## config.mk

```make
export PLATFORM = sky130hd
export DESIGN_NAME = coin_key_sync
export DESIGN_NICKNAME = d
export VERILOG_FILES = /design/src/rtl/cks_pkg.sv /design/src/rtl/cks_sync2.sv /design/src/rtl/coin_key_sync.sv
export SDC_FILE = /design/constraint.sdc
export NUM_CORES = 1
export LEC_CHECK = 0
export ABC_AREA = 1
export BUFFER_PORTS_ARGS = -buffer_cell sky130_fd_sc_hd__buf_2
export CAP_MARGIN = 20
export CORE_MARGIN = 1.5
export CORE_UTILIZATION = 60
export CTS_BUF_LIST = sky130_fd_sc_hd__clkbuf_8 sky130_fd_sc_hd__clkbuf_16
export DETAILED_ROUTE_END_ITERATION = 12
export PLACE_DENSITY = 0.83
export SLEW_MARGIN = 20
export SYNTH_ARGS = -nofsm -noshare
export SYNTH_HDL_FRONTEND = slang
export SYNTH_SLANG_ARGS = --single-unit
```

## constraint.sdc

```tcl
create_clock -name clk -period 3.35 [get_ports clk]
set_clock_uncertainty 0.1 [all_clocks]
set_input_delay 0.335 -clock clk [delete_from_list [all_inputs] [get_ports clk]]
set_output_delay 0.335 -clock clk [all_outputs]
set_load 0.02 [all_outputs]
```

## src/rtl/cks_pkg.sv

```systemverilog
// cks_pkg: shared FSM states, key/code constants and decode helpers for coin_key_sync.
package cks_pkg;
    typedef enum logic [1:0] {IDLE, ARM, HELD, REL} state_t;
    localparam logic [4:0] KEY_ITEM0 = 5'd16;
    localparam logic [4:0] KEY_ITEM1 = 5'd17;
    localparam logic [4:0] KEY_COIN0 = 5'd18;
    localparam logic [4:0] KEY_COIN1 = 5'd19;
    localparam logic [1:0] CODE_NONE = 2'b00;
    localparam logic [1:0] CODE_0    = 2'b01;
    localparam logic [1:0] CODE_1    = 2'b10;
    function automatic logic [4:0] hi_idx(input logic [19:0] v);
        logic [4:0] r;
        r = '0;
        for (int i = 0; i < 20; i++) if (v[i]) r = 5'(i);
        return r;
    endfunction
    function automatic logic [1:0] coin_of(input logic [4:0] k);
        return k == KEY_COIN0 ? CODE_0 : k == KEY_COIN1 ? CODE_1 : CODE_NONE;
    endfunction
    function automatic logic [1:0] item_of(input logic [4:0] k);
        return k == KEY_ITEM0 ? CODE_0 : k == KEY_ITEM1 ? CODE_1 : CODE_NONE;
    endfunction
endpackage

```

## src/rtl/cks_sync2.sv

```systemverilog
// cks_sync2: two-flop synchronizer, W bits wide, synchronous active-high reset.
module cks_sync2 #(
    parameter int W = 1
) (
    input  logic         clk,
    input  logic         rst,
    input  logic [W-1:0] d,
    output logic [W-1:0] q
);
    logic [W-1:0] m;
    always_ff @(posedge clk) begin
        if (rst) begin
            m <= '0;
            q <= '0;
        end else begin
            m <= d;
            q <= m;
        end
    end
endmodule

```

## src/rtl/coin_key_sync.sv

```systemverilog
// coin_key_sync: debounced 20-key scanner with coin/item decode and valid/ack handshake.
// Define CKS_AUTOREPEAT_EN to re-accept a held key after REPEAT_DELAY, then every REPEAT_PERIOD.
module coin_key_sync #(
    parameter int DEBOUNCE_CYCLES = 4,
    parameter int REPEAT_DELAY    = 50,
    parameter int REPEAT_PERIOD   = 10
) (
    input  logic        clk,
    input  logic        rst,
    input  logic [19:0] pb,
    input  logic        ack,
    output logic        valid,
    output logic        strobe,
    output logic [4:0]  key,
    output logic [1:0]  coin,
    output logic [1:0]  item,
    output logic        overrun
);
    import cks_pkg::*;
    localparam int CW = $clog2(DEBOUNCE_CYCLES + 1);
    localparam logic [CW-1:0] DB = CW'(DEBOUNCE_CYCLES);
    logic [19:0] s;
    logic [4:0] code, cand, cand_n;
    logic anykey, acc, rep_hit;
    logic [CW-1:0] cnt, cnt_n;
    state_t state, nxt;
    cks_sync2 #(.W(20)) u_sync (.clk(clk), .rst(rst), .d(pb), .q(s));
    assign code = hi_idx(s);
    assign anykey = |s;
`ifdef CKS_AUTOREPEAT_EN
    localparam int RW = $clog2((REPEAT_DELAY > REPEAT_PERIOD ? REPEAT_DELAY : REPEAT_PERIOD) + 1);
    logic [RW-1:0] rcnt;
    logic rep;
    assign rep_hit = state == HELD && anykey && rcnt == (rep ? RW'(REPEAT_PERIOD) : RW'(REPEAT_DELAY));
    // Any cycle outside HELD rearms the timer so it counts from the accepting edge.
    always_ff @(posedge clk) begin
        if (rst) begin
            rcnt <= '0;
            rep  <= 1'b0;
        end else if (state != HELD || rep_hit) begin
            rcnt <= RW'(1);
            rep  <= state == HELD;
        end else if (rcnt != '1) begin
            rcnt <= rcnt + 1'b1;
        end
    end
`else
    localparam int unused_repeat = REPEAT_DELAY + REPEAT_PERIOD;
    assign rep_hit = 1'b0;
`endif
    always_comb begin
        nxt    = state;
        cnt_n  = cnt;
        cand_n = cand;
        acc    = 1'b0;
        case (state)
            IDLE: if (anykey) begin
                nxt    = ARM;
                cnt_n  = CW'(1);
                cand_n = code;
            end
            ARM: if (!anykey) nxt = IDLE;
            else if (code != cand) begin
                cand_n = code;
                cnt_n  = CW'(1);
            end else if (cnt == DB) begin
                acc = 1'b1;
                nxt = HELD;
            end else cnt_n = cnt + 1'b1;
            HELD: if (!anykey) begin
                nxt   = REL;
                cnt_n = CW'(1);
            end else acc = rep_hit;
            REL: if (anykey) nxt = HELD;
            else if (cnt == DB) nxt = IDLE;
            else cnt_n = cnt + 1'b1;
        endcase
    end
    always_ff @(posedge clk) begin
        if (rst) begin
            state   <= IDLE;
            cnt     <= '0;
            cand    <= '0;
            valid   <= 1'b0;
            strobe  <= 1'b0;
            key     <= '0;
            coin    <= '0;
            item    <= '0;
            overrun <= 1'b0;
        end else begin
            state  <= nxt;
            cnt    <= cnt_n;
            cand   <= cand_n;
            strobe <= acc;
            if (acc && (!valid || ack)) begin
                valid <= 1'b1;
                key   <= cand;
                coin  <= coin_of(cand);
                item  <= item_of(cand);
            end else if (ack) valid <= 1'b0;
            if (acc && valid && !ack) overrun <= 1'b1;
        end
    end
endmodule

```

## Word level (Yosys, flattened, before mapping)

Cells that the tools add are included.

- Output and inout bits: 12
- ROM bits: 0
- Memories: 0
- RAM bits: 0
- Input port bits: 23
- Bits in latches: 0
- Logic and storage cells: 90
- Register bits after elaboration: 62

- Muxes and demuxes: 48
- Divide/modulo/power cells: 0
- Order comparisons: 0
- Reduce and logical (&&, ||, !) cells: 13
- Bitwise logic cells: 0
- Multiply operators: 0
- Add/subtract/negate cells: 1
- Shifts and indexed selects: 0
- Equality and inequality tests: 17

Operators with widths:

| kind | count |
|---|---|
| $mux 5 | 21 |
| $mux 2 | 11 |
| $eq 5x5->1 const B | 4 |
| $reduce_or 20->1 | 1 |
| $mux 3 | 6 |
| $pmux 3 s4 | 1 |
| $ne 2x2->1 const B | 5 |
| $pmux 5 s2 | 1 |
| $ne 3x3->1 const B | 3 |
| $pmux 2 s4 | 1 |
| $reduce_and 4->1 | 2 |
| $mux 1 | 7 |
| $ne 5x5->1 | 1 |
| $reduce_and 5->1 | 1 |
| $eq 2x2->1 const B | 2 |
| $reduce_bool 2->1 | 2 |
| $add 3x1->3 const B | 1 |
| $eq 3x3->1 const B | 1 |
| $logic_and 1x1->1 | 3 |
| $eq 2x1->1 const B | 1 |
| $logic_not 1->1 | 2 |
| $logic_not 2->1 | 1 |
| $logic_or 1x1->1 | 1 |

## Logic depth before layout (Yosys ltp)

Gate-level depths: netlist of the first run.

- Depth in word-level cells: 25
- Gate-level depth with buffers: 27
- Gate-level depth less buffers: 27

## Hierarchy

From an unflattened synthesis of the first run, not the netlist that was laid out.

- Cell total of the unflattened synthesis: 330
- Area, all modules: 2447.3 um^2

By module, submodules not included:

| module | seq. area each (um^2) | area an instance (um^2) | times used | cells each |
|---|---|---|---|---|
| coin_key_sync | 440.4 | 1301.2 | 1 | 206 |
| cks_sync2 | 800.8 | 1146.1 | 1 | 124 |

## Worst setup path before layout of the first run

OpenSTA, ideal clock, no wires.

- Path kind: reg-to-reg
- From: reg u_sync.q[2]
- To: reg item[0]
- Library setup time: 0.115 ns
- Period minus slack after synthesis: 1.967 ns
- Buffers on the path: 1
- Stages on the path, launching flop included: 27
- Slack: 1.383 ns
- Arrival time: 1.753 ns
- Required time: 3.135 ns
- Cell sequence: dfxtp_1 -> inv_1 -> nand2_1 -> nand2_1 -> nand2_1 -> nand2_1 -> nand2_1 -> nand2_1 -> nand2_1 -> nand2_1 -> nand2_1 -> nand2_1 -> nand2_1 -> nand2_1 -> nand2_1 -> nand2_1 -> nand2_1 -> nand2_1 -> nand2_2 -> nand2_2 -> nand2_2 -> nand3_2 -> nor2_2 -> nand3_2 -> buf_6 -> o21ai_1 -> nor2_1

- Word-level cells in the longest chain between the ends: 23
- Elaborated cells on any way between the ends: 24
- Those cells by class: eq/ne: 1; mux: 21; reduce/logical: 2

RTL lines:

| item | line | RTL |
|---|---|---|
| start: declaration | cks_sync2.sv:8 | `output logic [W-1:0] q` |
| start signal: assignment | cks_sync2.sv:17 | `q <= m;` |
| $mux 5 (18 in a row) | cks_pkg.sv:14 | `for (int i = 0; i < 20; i++) if (v[i]) r = 5'(i);` |
| $ne 5x5->1 | coin_key_sync.sv:63 | `else if (code != cand) begin` |
| $mux 1 | coin_key_sync.sv:63 |  |
| $mux 1 * | coin_key_sync.sv:62 | `ARM: if (!anykey) nxt = IDLE;` |
| $mux 1 * | - |  |
| $logic_and 1x1->1 * | coin_key_sync.sv:95 | `if (acc && (!valid \|\| ack)) begin` |
| end signal: assignment | coin_key_sync.sv:99 | `item <= item_of(cand);` |
| end: declaration | coin_key_sync.sv:16 | `output logic [1:0] item,` |

Mark *: on every way between the ends. The rest lies on a longest branch, timed or not.
A chain may end at the register's enable or synchronous reset.

## Worst setup path in the final report of the first run

Ends and elaborated chain as after synthesis.

==> results by stage, run 1 <==
Detailed routing:
- After the first detailed-routing iteration, the DRC count stood at ~120.
- The ratio of routed vias to standard cells is between 4 and 5.
- The average detailed-routed wire length per instance is 9.467 microns.
- The detailed-routing iteration count for the pre-antenna-repair pass is 4.
- The final layout contains routed wiring with a total length of 3995 microns.
- In the routed design, unresolved DRC markers number 0.
- The count of nets left with antenna violations once routing finished came out at 0.
- Across all layers, the routed design uses 1948 vias.

Place:
- In this run the cell area measured after placement is 2628 sq um.
- The placed wire-length estimate after detailed placement is 2725 microns.
- The number of input and output port buffers inserted is 34.
- The final RePlAce weighted congestion is around 0.84.
- Timing analysis after detailed placement gives a worst setup slack of 1010 ps.

Synth:
- The post-synthesis cell count is 330.
- For this run, asynchronously set or reset flops after synthesis account for 0.
- The dominant synthesized flop cell is sky130_fd_sc_hd__dfxtp_1.
- The unique cell type count in the Yosys netlist is 26.
- The net count after synthesis is 355.
- The largest total area in the synthesized netlist belongs to sky130_fd_sc_hd__dfxtp_1.
- The per-instance average area after synthesis is 7.348 sq um.
- In this run, synthesis produced a sequential element count of 62.
- The share of the Yosys chip area taken by registers is 0.5119.
- By area the synthesized netlist is led by sky130_fd_sc_hd__dfxtp_1, sky130_fd_sc_hd__inv_1, sky130_fd_sc_hd__nor2_1, sky130_fd_sc_hd__nand2_1, sky130_fd_sc_hd__a21oi_1.
- The Yosys warning count is 0.
- The area share of the largest cell type after synthesis is 0.5119.
- The synthesized design contains 0 enable-type register cells.
- The synthesized netlist occupies a cell area of approximately 2400 sq um.

Timing:
- The final period demand of the worst path is 2383 ps.
- Measured against its own limit, the worst slew margin works out to 0.7068.
- The count of final setup violators is 0.
- The final worst setup slack is slightly below 1000 ps.
- Across all hold checks on the routed design, the worst slack comes to around 110 ps.
- Based on the critical path, the design can be clocked at up to between 400 and 500 MHz.
- The post-route fraction of the period consumed by the critical path is 0.7112.
- The number of max-slew violations in the final report is 0.
- The slew at the pin closest to its max-slew limit is 439.8 ps.
- Setup total negative slack on the finished layout was measured at 0 ps.
- The count of final hold-check violations is 0.
- Setup repair after global routing left no endpoint under its margin.

Clock network:
- The CTS tree is done.
- The quantity of gates resized following cts is 0.
- The tree is rooted in a sky130_fd_sc_hd__clkbuf_8.
- After clock tree synthesis, the flow added hold-fix buffers numbering 0.
- No sink is reached through more buffers than the 2 on the longest clock path.
- Buffers added to address setup during post-CTS repair amount to 0.
- The level count of the clock H-tree is 3.
- The clock latency of the later-clocked register in the worst-skew pair is 330 ps.
- The number of clock sinks seen by CTS is 62.
- Counting the buffers created by CTS gives 9.
- The clock-pin slew of the registers on the worst-case setup and hold paths is 70 ps.

Die:
- Row generation in the floorplan step produced 22 rows.
- The core region is 3771 sq um.
- 35 I/O pins were placed.
- The die area is 4432 sq um.
- The width of the die is 66.57 microns.
- The y dimension of the die is 66.57 microns.
- The initial utilization of the core area, before any placement, comes to 0.6430.

Global routing:
- For this run, the total global-route usage over all layers was measured as 0.2102.
- The number of global-route vias before repair is 1729.
- Entering global routing, the biggest net connects 49 pins.
- The global route total overflow is 0.
- The first-pass GRT wire length is 6955 microns.
- The number of antenna violations at the first check in global routing was 0.

Setup path:
- The worst setup path is captured at a flip-flop.
- Data on the critical path is required at its endpoint by ~3500 ps.
- STA puts the critical path data arrival time at 2510 ps.
- Of all nets on the critical path, the largest fanout is 11.
- The critical path is of the flip-flop to flip-flop type.
- The type of origin of the critical path is a flip-flop.

Power:
- Power spread over the standard cell area amounts to 593.0 nW/um^2.
- The worst-case vdd ir drop is 0.0004566 V.
- The reported leakage power is 1.504 nW.

Status:
- The run finished with clean final reports.

Hold path:
- The min-delay analysis places its worst path in the category input pin to flip-flop.

Final layout:
- Compared with the post-synthesis result, the final layout area differs by 18.01%.
- The repair_antennas step left the layout with diodes totalling 0.
- The layout net count is 394.
- The layout cell share with drive strength beyond 1 is 0.1872.
- The total non-filler cell area in the finished layout is 2861 sq um.

Run:
- The count of max-cap constraint violations is 0.
[state kept, by name, summed over array words and instances (netlist names), named ones only]
| register | flops |
|---|---|
| cand | 5 |
| cnt | 3 |
| coin | 2 |
| item | 2 |
| key | 5 |
| overrun | 1 |
| state | 1 |
| strobe | 1 |
| u_sync.m | 20 |
| u_sync.q | 20 |
| valid | 1 |
[routing by layer]
layer,share of wire,up-vias,GRT usage
li1,-,1057,-
met1,0.44,827,0.2305
met2,0.49,54,0.3700
met3,0.048,10,0.04561
met4,0.022,0,0.1224
met5,0,-,0
[cells in the mapped netlist, types with 2 or more instances]
| cell type | count |
|---|---|
| sky130_fd_sc_hd__inv_1 | 78 |
| sky130_fd_sc_hd__dfxtp_1 | 62 |
| sky130_fd_sc_hd__nor2_1 | 58 |
| sky130_fd_sc_hd__nand2_1 | 51 |
| sky130_fd_sc_hd__a21oi_1 | 17 |
| sky130_fd_sc_hd__o21ai_0 | 8 |
| sky130_fd_sc_hd__nand2_2 | 7 |
| sky130_fd_sc_hd__inv_2 | 6 |
| sky130_fd_sc_hd__nand3_1 | 6 |
| sky130_fd_sc_hd__clkbuf_1 | 5 |
| sky130_fd_sc_hd__nand4_1 | 5 |
| sky130_fd_sc_hd__nand3_2 | 4 |
| sky130_fd_sc_hd__o21ai_1 | 4 |
| sky130_fd_sc_hd__o211ai_1 | 3 |
| sky130_fd_sc_hd__ha_1 | 2 |
| sky130_fd_sc_hd__nor2_2 | 2 |
| sky130_fd_sc_hd__nor3_1 | 2 |
| sky130_fd_sc_hd__xor2_1 | 2 |
[cells by family (layout without fill, tap and decap cells)]
kind of cell               count (synthesis)  count (layout)  share of synthesized area
AOI/OAI and AO/OA                         36              36                    0.08308
adders and majority gates                  2               2                    0.01032
buffers and inverters                     91             135                     0.1445
and+or+nand+nor                          137             137                     0.2430
DFF                                       62              62                     0.5119
xor gates and xnor gates                   2               2                   0.007225
[layout by cell type, fill, tap and decap left out]
cell type                   synthesis  layout
sky130_fd_sc_hd__inv_1             78      79
sky130_fd_sc_hd__dfxtp_1           62      62
sky130_fd_sc_hd__nor2_1            58      58
sky130_fd_sc_hd__nand2_1           51      51
sky130_fd_sc_hd__buf_2              1      34
sky130_fd_sc_hd__a21oi_1           17      17
sky130_fd_sc_hd__clkbuf_8           0      12
sky130_fd_sc_hd__o21ai_0            8       8
sky130_fd_sc_hd__nand2_2            7       7
sky130_fd_sc_hd__inv_2              6       6
sky130_fd_sc_hd__nand3_1            6       6
sky130_fd_sc_hd__nand4_1            5       5
sky130_fd_sc_hd__nand3_2            4       4
sky130_fd_sc_hd__o21ai_1            4       4
sky130_fd_sc_hd__o211ai_1           3       3
sky130_fd_sc_hd__nor2_2             2       2
sky130_fd_sc_hd__xor2_1             2       2
sky130_fd_sc_hd__nor3_1             2       2
sky130_fd_sc_hd__ha_1               2       2
sky130_fd_sc_hd__bufinv_16          0       2
sky130_fd_sc_hd__a31o_1             1       1
sky130_fd_sc_hd__o22ai_1            1       1
sky130_fd_sc_hd__o211a_1            1       1
sky130_fd_sc_hd__a21oi_2            1       1
sky130_fd_sc_hd__nor4_1             1       1
sky130_fd_sc_hd__and3_1             1       1
sky130_fd_sc_hd__clkinv_2           0       1
sky130_fd_sc_hd__buf_4              0       1
[final cells by class]
type / instances / area [sq um]
Multi-Input combinational cell: 177 / 833.3
Clock inverter: 4 / 68.82
Inverter: 84 / 315.3
Timing Repair Buffer: 35 / 177.7
Clock buffer: 12 / 165.2
Fill cell: 268 / 909.6
Tap cell: 48 / 60.06
Sequential cell: 62 / 1241
[worst max-delay path, cell delays in order, from the launching register on]
cell and delay (ps):
sky130_fd_sc_hd__dfxtp_1 310, sky130_fd_sc_hd__inv_1 40, sky130_fd_sc_hd__nand2_1 50, sky130_fd_sc_hd__nand2_1 50, sky130_fd_sc_hd__nand2_1 50, sky130_fd_sc_hd__nand2_1 40
sky130_fd_sc_hd__nand2_1 50, sky130_fd_sc_hd__nand2_1 50, sky130_fd_sc_hd__nand2_1 50, sky130_fd_sc_hd__nand2_1 50, sky130_fd_sc_hd__nand2_1 60, sky130_fd_sc_hd__nand2_1 50
sky130_fd_sc_hd__nand2_1 50, sky130_fd_sc_hd__nand2_1 50, sky130_fd_sc_hd__nand2_1 50, sky130_fd_sc_hd__nand2_1 50, sky130_fd_sc_hd__nand2_1 50, sky130_fd_sc_hd__nand2_1 60
sky130_fd_sc_hd__nand2_2 70, sky130_fd_sc_hd__nand2_2 60, sky130_fd_sc_hd__nand2_2 80, sky130_fd_sc_hd__nand3_2 90, sky130_fd_sc_hd__nor2_2 140, sky130_fd_sc_hd__nand3_2 250
sky130_fd_sc_hd__inv_2 170, sky130_fd_sc_hd__nand2_1 80, sky130_fd_sc_hd__nand2_1 60, sky130_fd_sc_hd__nor2_1 40
[power breakdown]
part           leakage, nW  total [W]  switching [W]  internal [W]
clock network        0.124   0.000737       0.000261      0.000476
registers            0.510   0.000797      0.0000232      0.000774
logic                0.870   0.000163       0.000104     0.0000590
total                 1.50    0.00170       0.000388       0.00131
[worst paths after layout]
| kind | start | end | slack [ps] | cells past startpoint |
|---|---|---|---|---|
| worst max register to register | u_sync.q[2] | item[0] | 970 | 27 |
| worst max-delay path | u_sync.q[2] | item[0] | 970 | 27 |
| worst min register to register | u_sync.m[6] | u_sync.q[6] | 300 | 2 |
| worst min-delay path | pb[2] | u_sync.m[2] | 110 | 3 |
[per-stage QoR]
| stage | util | cells | power, W |
|---|---|---|---|
| 2_1_floorplan | - | 330 | 0.0009301 |
| 3_3_place_gp | 0.6967 | 406 | 0.0009673 |
| 5_1_grt | 0.7588 | 422 | 0.001777 |
| 6_report | 0.7588 | 422 | 0.001697 |
| 4_1_cts | 0.7588 | 422 | 0.001709 |
| 3_5_place_dp | 0.6967 | 406 | 0.0009729 |
Note: power is estimated with default switching activity, not from simulation.
==> run 2: changes to the inputs <==
CORE_UTILIZATION = 50   (was 60)
PLACE_DENSITY = 0.74   (was 0.83)
clock period = 2.19 ns   (was 3.35 ns; I/O delays follow)
==> run 2 against run 1 <==
Against the previous run: the run now ends with negative setup slack left; clock power grew 8.8%; non-clock buffer count is 26 higher; maximum frequency rose by 6.7%; sequential power increased by 53%; routed wire length is 9.6% higher; critical path depth shrank 7; cell count rose by 7.1%; utilization decreased by 9.3 points; sequential share of layout area shrank 3.6 points; global-route usage fell by 2.3 points; register-to-register slack got worse by 1000 ps; first-iteration DRC count is 5.1% lower.
==> results by stage, run 2 (synthesis results as in run 1) <==
Clock network:
- The clock-pin slew of the registers on the worst-case setup and hold paths came to 60 ps (about the same).
- The maximum count of clock buffers along a single path is 2 (unchanged).
- The number of clock sinks seen by CTS is 62 (unchanged).
- The level count of the clock H-tree is 3 (unchanged).
- TritonCTS built the clock tree.
- The clock latency of the later-clocked register in the worst-skew pair was 340 ps (about the same).
- The buffer type at the clock tree root is sky130_fd_sc_hd__clkbuf_8.
- The number of buffers added by the clock tree synthesis step came to 9 (unchanged).

Detailed routing:
- The number of remaining DRC errors was 0 (unchanged).
- The final antenna-violating net count is 0 (unchanged).
- The ratio of routed vias to standard cells was 4.573 (-0.93%).
- The average detailed-routed wire length per instance is 9.690 microns (+2.4%).
- The detailed-routing iteration count for the pre-antenna-repair pass is 4 (unchanged).
- The detailed-route wire length was 4380 microns (+9.6%).
- The initial DRC count is 111 (-5.1%).
- The detailed-route via count is 2067 (+6.1%).

Die:
- The starting utilization of the core area was 0.5168 (-0.1262).
- The width of the die is 72.64 microns (+9.1%).
- The floorplan row count is 25 (+14%).
- The standard cell core area is 4692 sq um (+24%).
- The count of pins on the block boundary is 35 (unchanged).
- The die area is 5277 sq um (+19%).
- The y dimension of the die is 72.64 microns (+9.1%).

Final layout:
- The library cell used most frequently in the layout, excluding fill and tap cells, is sky130_fd_sc_hd__inv_1.
- From synthesis to final layout, the design area changed by 28.79%.
- In the final layout, the registers with the most flip-flops are u_sync.m (20), u_sync.q (20).
- In the layout the commonest cells are sky130_fd_sc_hd__inv_1, sky130_fd_sc_hd__dfxtp_1, sky130_fd_sc_hd__nor2_1.
- The final non-filler cell total is 452 (+7.1%).
- The layout net count is 420 (+6.6%).
- The layout cell share with drive strength beyond 1 came to 0.2286 (+0.04148).
- The total non-filler cell area in the finished layout is 3123 sq um (+9.1%).
- The core occupancy in the finished layout was 0.6656 (-0.09319).
- The count of inserted antenna diode cells is 0 (unchanged).

Global routing:
- The global route total overflow is 0 (unchanged).
- The global-route usage over all layers is 0.1872 (-0.02294).
- The first-pass GRT wire length is 7472 microns (+7.4%).
- The number of global-route vias before repair is 1892 (+9.4%).
- The number of antenna violations at the first check in global routing is 0 (unchanged).
- The maximum number of pins on one net before global-route repair is 48 (-2.0%).

Place:
- The placed wire-length estimate after detailed placement came to 2837 microns (+4.1%).
- The instance area after placement is 2658 sq um (+1.1%).
- The number of input and output port buffers inserted came to 34 (unchanged).
- The final RePlAce weighted congestion is 0.8557 (+2.3%).
- The cell count after placement was 415 (+2.2%).

Setup path:
- The signal on the critical path passes through inv_2 > buf_4 > nand2_1 > nand2_1 > nand3_1 > nand2_1 > nand2_1 > nand2_1 > nand2_1 > nand2_1 > nand3_1 > o21ai_1 > a21oi_2 > nand3_4 > nor2_4 > nand3_4 > buf_6 > nand2_2 > nand2_2 > a21oi_2.
- Among cell families on the critical path, the largest total delay comes from simple AND/OR/NAND/NOR gates.
- The required time at the worst-slack endpoint was 2360 ps (-1120 ps).
- The kind of end point of the critical path is a flip-flop.
- The slowest cell on the critical path is sky130_fd_sc_hd__dfxtp_2.
- The critical-path maximum fanout came to 6 (-5).
- The type of origin of the critical path is a flip-flop.
- The worst endpoint data arrival time is 2400 ps (-110 ps).
- The maximum single-stage delay on the critical path is 320 ps (about the same).
- By startpoint and endpoint, the worst setup path is classified as flip-flop to flip-flop.
- In this design, the critical path's most frequently occurring cell is sky130_fd_sc_hd__nand2_1.
- The count of buffering cells on the critical path with inverters included was 3 (+1).

Timing:
- Setup repair after global routing could not meet its margin everywhere.
- The slew at the pin closest to its max-slew limit came to 495.7 ps (+55.83 ps).
- The aggregate negative setup slack is -189.1 ps (-189.1 ps).
- The post-route fraction of the period consumed by the critical path is 1.019 (+0.3082).
- The count of final hold-check violations is 0 (unchanged).
- The number of max-slew violations in the final report is 0 (unchanged).
- The count of final setup violators is 8 (+8).
- The final period demand of the worst path is 2233 ps (-149.9 ps).
- The highest achievable clock rate is 447.9 MHz (+6.7%).
- The final worst setup slack is -42.58 ps (-1010 ps).
- The normalized max-slew margin came to 0.6692 (-0.03758).

Status:
- The checks that failed: negative setup slack.
- The run finished, with violations left.

Power:
- The worst-case vdd ir drop is 0.0005393 V (+18%).
- The post-route total power came to 0.002337 W (+38%).
- The power density over the cells is 748.4 nW/um^2 (+26%).
- The reported leakage power is 1.594 nW (+6.0%).

Run:
- The count of max-cap constraint violations is 0 (unchanged).

Hold path:
- The class of the most critical hold timing path is input pin to flip-flop.
## run 2: changes by cell type in the layout (fill, tap and decap cells not counted), sizes merged
cell / change
clkinv: +1
bufinv: -2
dlygate4sd3: +19
buf: +7
inv: +1
clkbuf: -2
## run 2: path summary, 6_finish.rpt
path / cells after the start / slack, ps / from / to
setup / recovery: 20 / -40 / u_sync.q[2] / coin[0]
hold / removal: 3 / 10 / pb[3] / u_sync.m[3]
setup reg to reg: 20 / -40 / u_sync.q[2] / coin[0]
hold reg to reg: 2 / 290 / u_sync.m[1] / u_sync.q[1]
## run 2: what timing repair did
item / 4_1_cts / 5_1_grt
endpoints found under the hold margin: 19 / 0
resized for setup: 9 / 16
buffers inserted: 2 / 2
endpoints found under the setup margin: 7 / 22
hold buffers: 19 / 0
pin swaps: 2 / 3
## run 2: final cells by class
class | instances | area [sq um]
clock inverters | 4 | 17.52
clock buffers | 10 | 137.6
inverters | 84 | 315.3
repair buffers | 61 | 427.9
multi-input cells | 177 | 913.4
well taps | 54 | 67.56
flip-flops and latches | 62 | 1244
fillers | 408 | 1569
## run 2: stage by stage
stage          setup slack (ps)  hold slack (ps)
6_report                 -42.58            12.90
5_1_grt                  -293.5            26.28
4_1_cts                  -33.84            6.259
3_5_place_dp             -101.6            292.0
3_3_place_gp             -6.221            291.6
2_1_floorplan             222.6            226.0
## run 2: power by group
part / switching [W] / internal [W]
Clock: 0.000387 / 0.000415
Sequential: 0.0000346 / 0.00118
Combinational: 0.000182 / 0.000134
Total: 0.000604 / 0.00173
## run 2: worst register-to-register path: cells and delay by family, from the launching register on
family,cells,cell delay [ps]
buf+inv,3,310
simple gates,14,1060
flops,1,320
compound gates,3,380
## run 2: metal layers
layer / GRT usage / up-vias / wire, microns
li1: - / 1102 / -
met1: 0.1899 / 895 / 1864
met2: 0.3344 / 56 / 2204
met3: 0.05387 / 14 / 179
met4: 0.1195 / 0 / 131
met5: 0 / - / 0
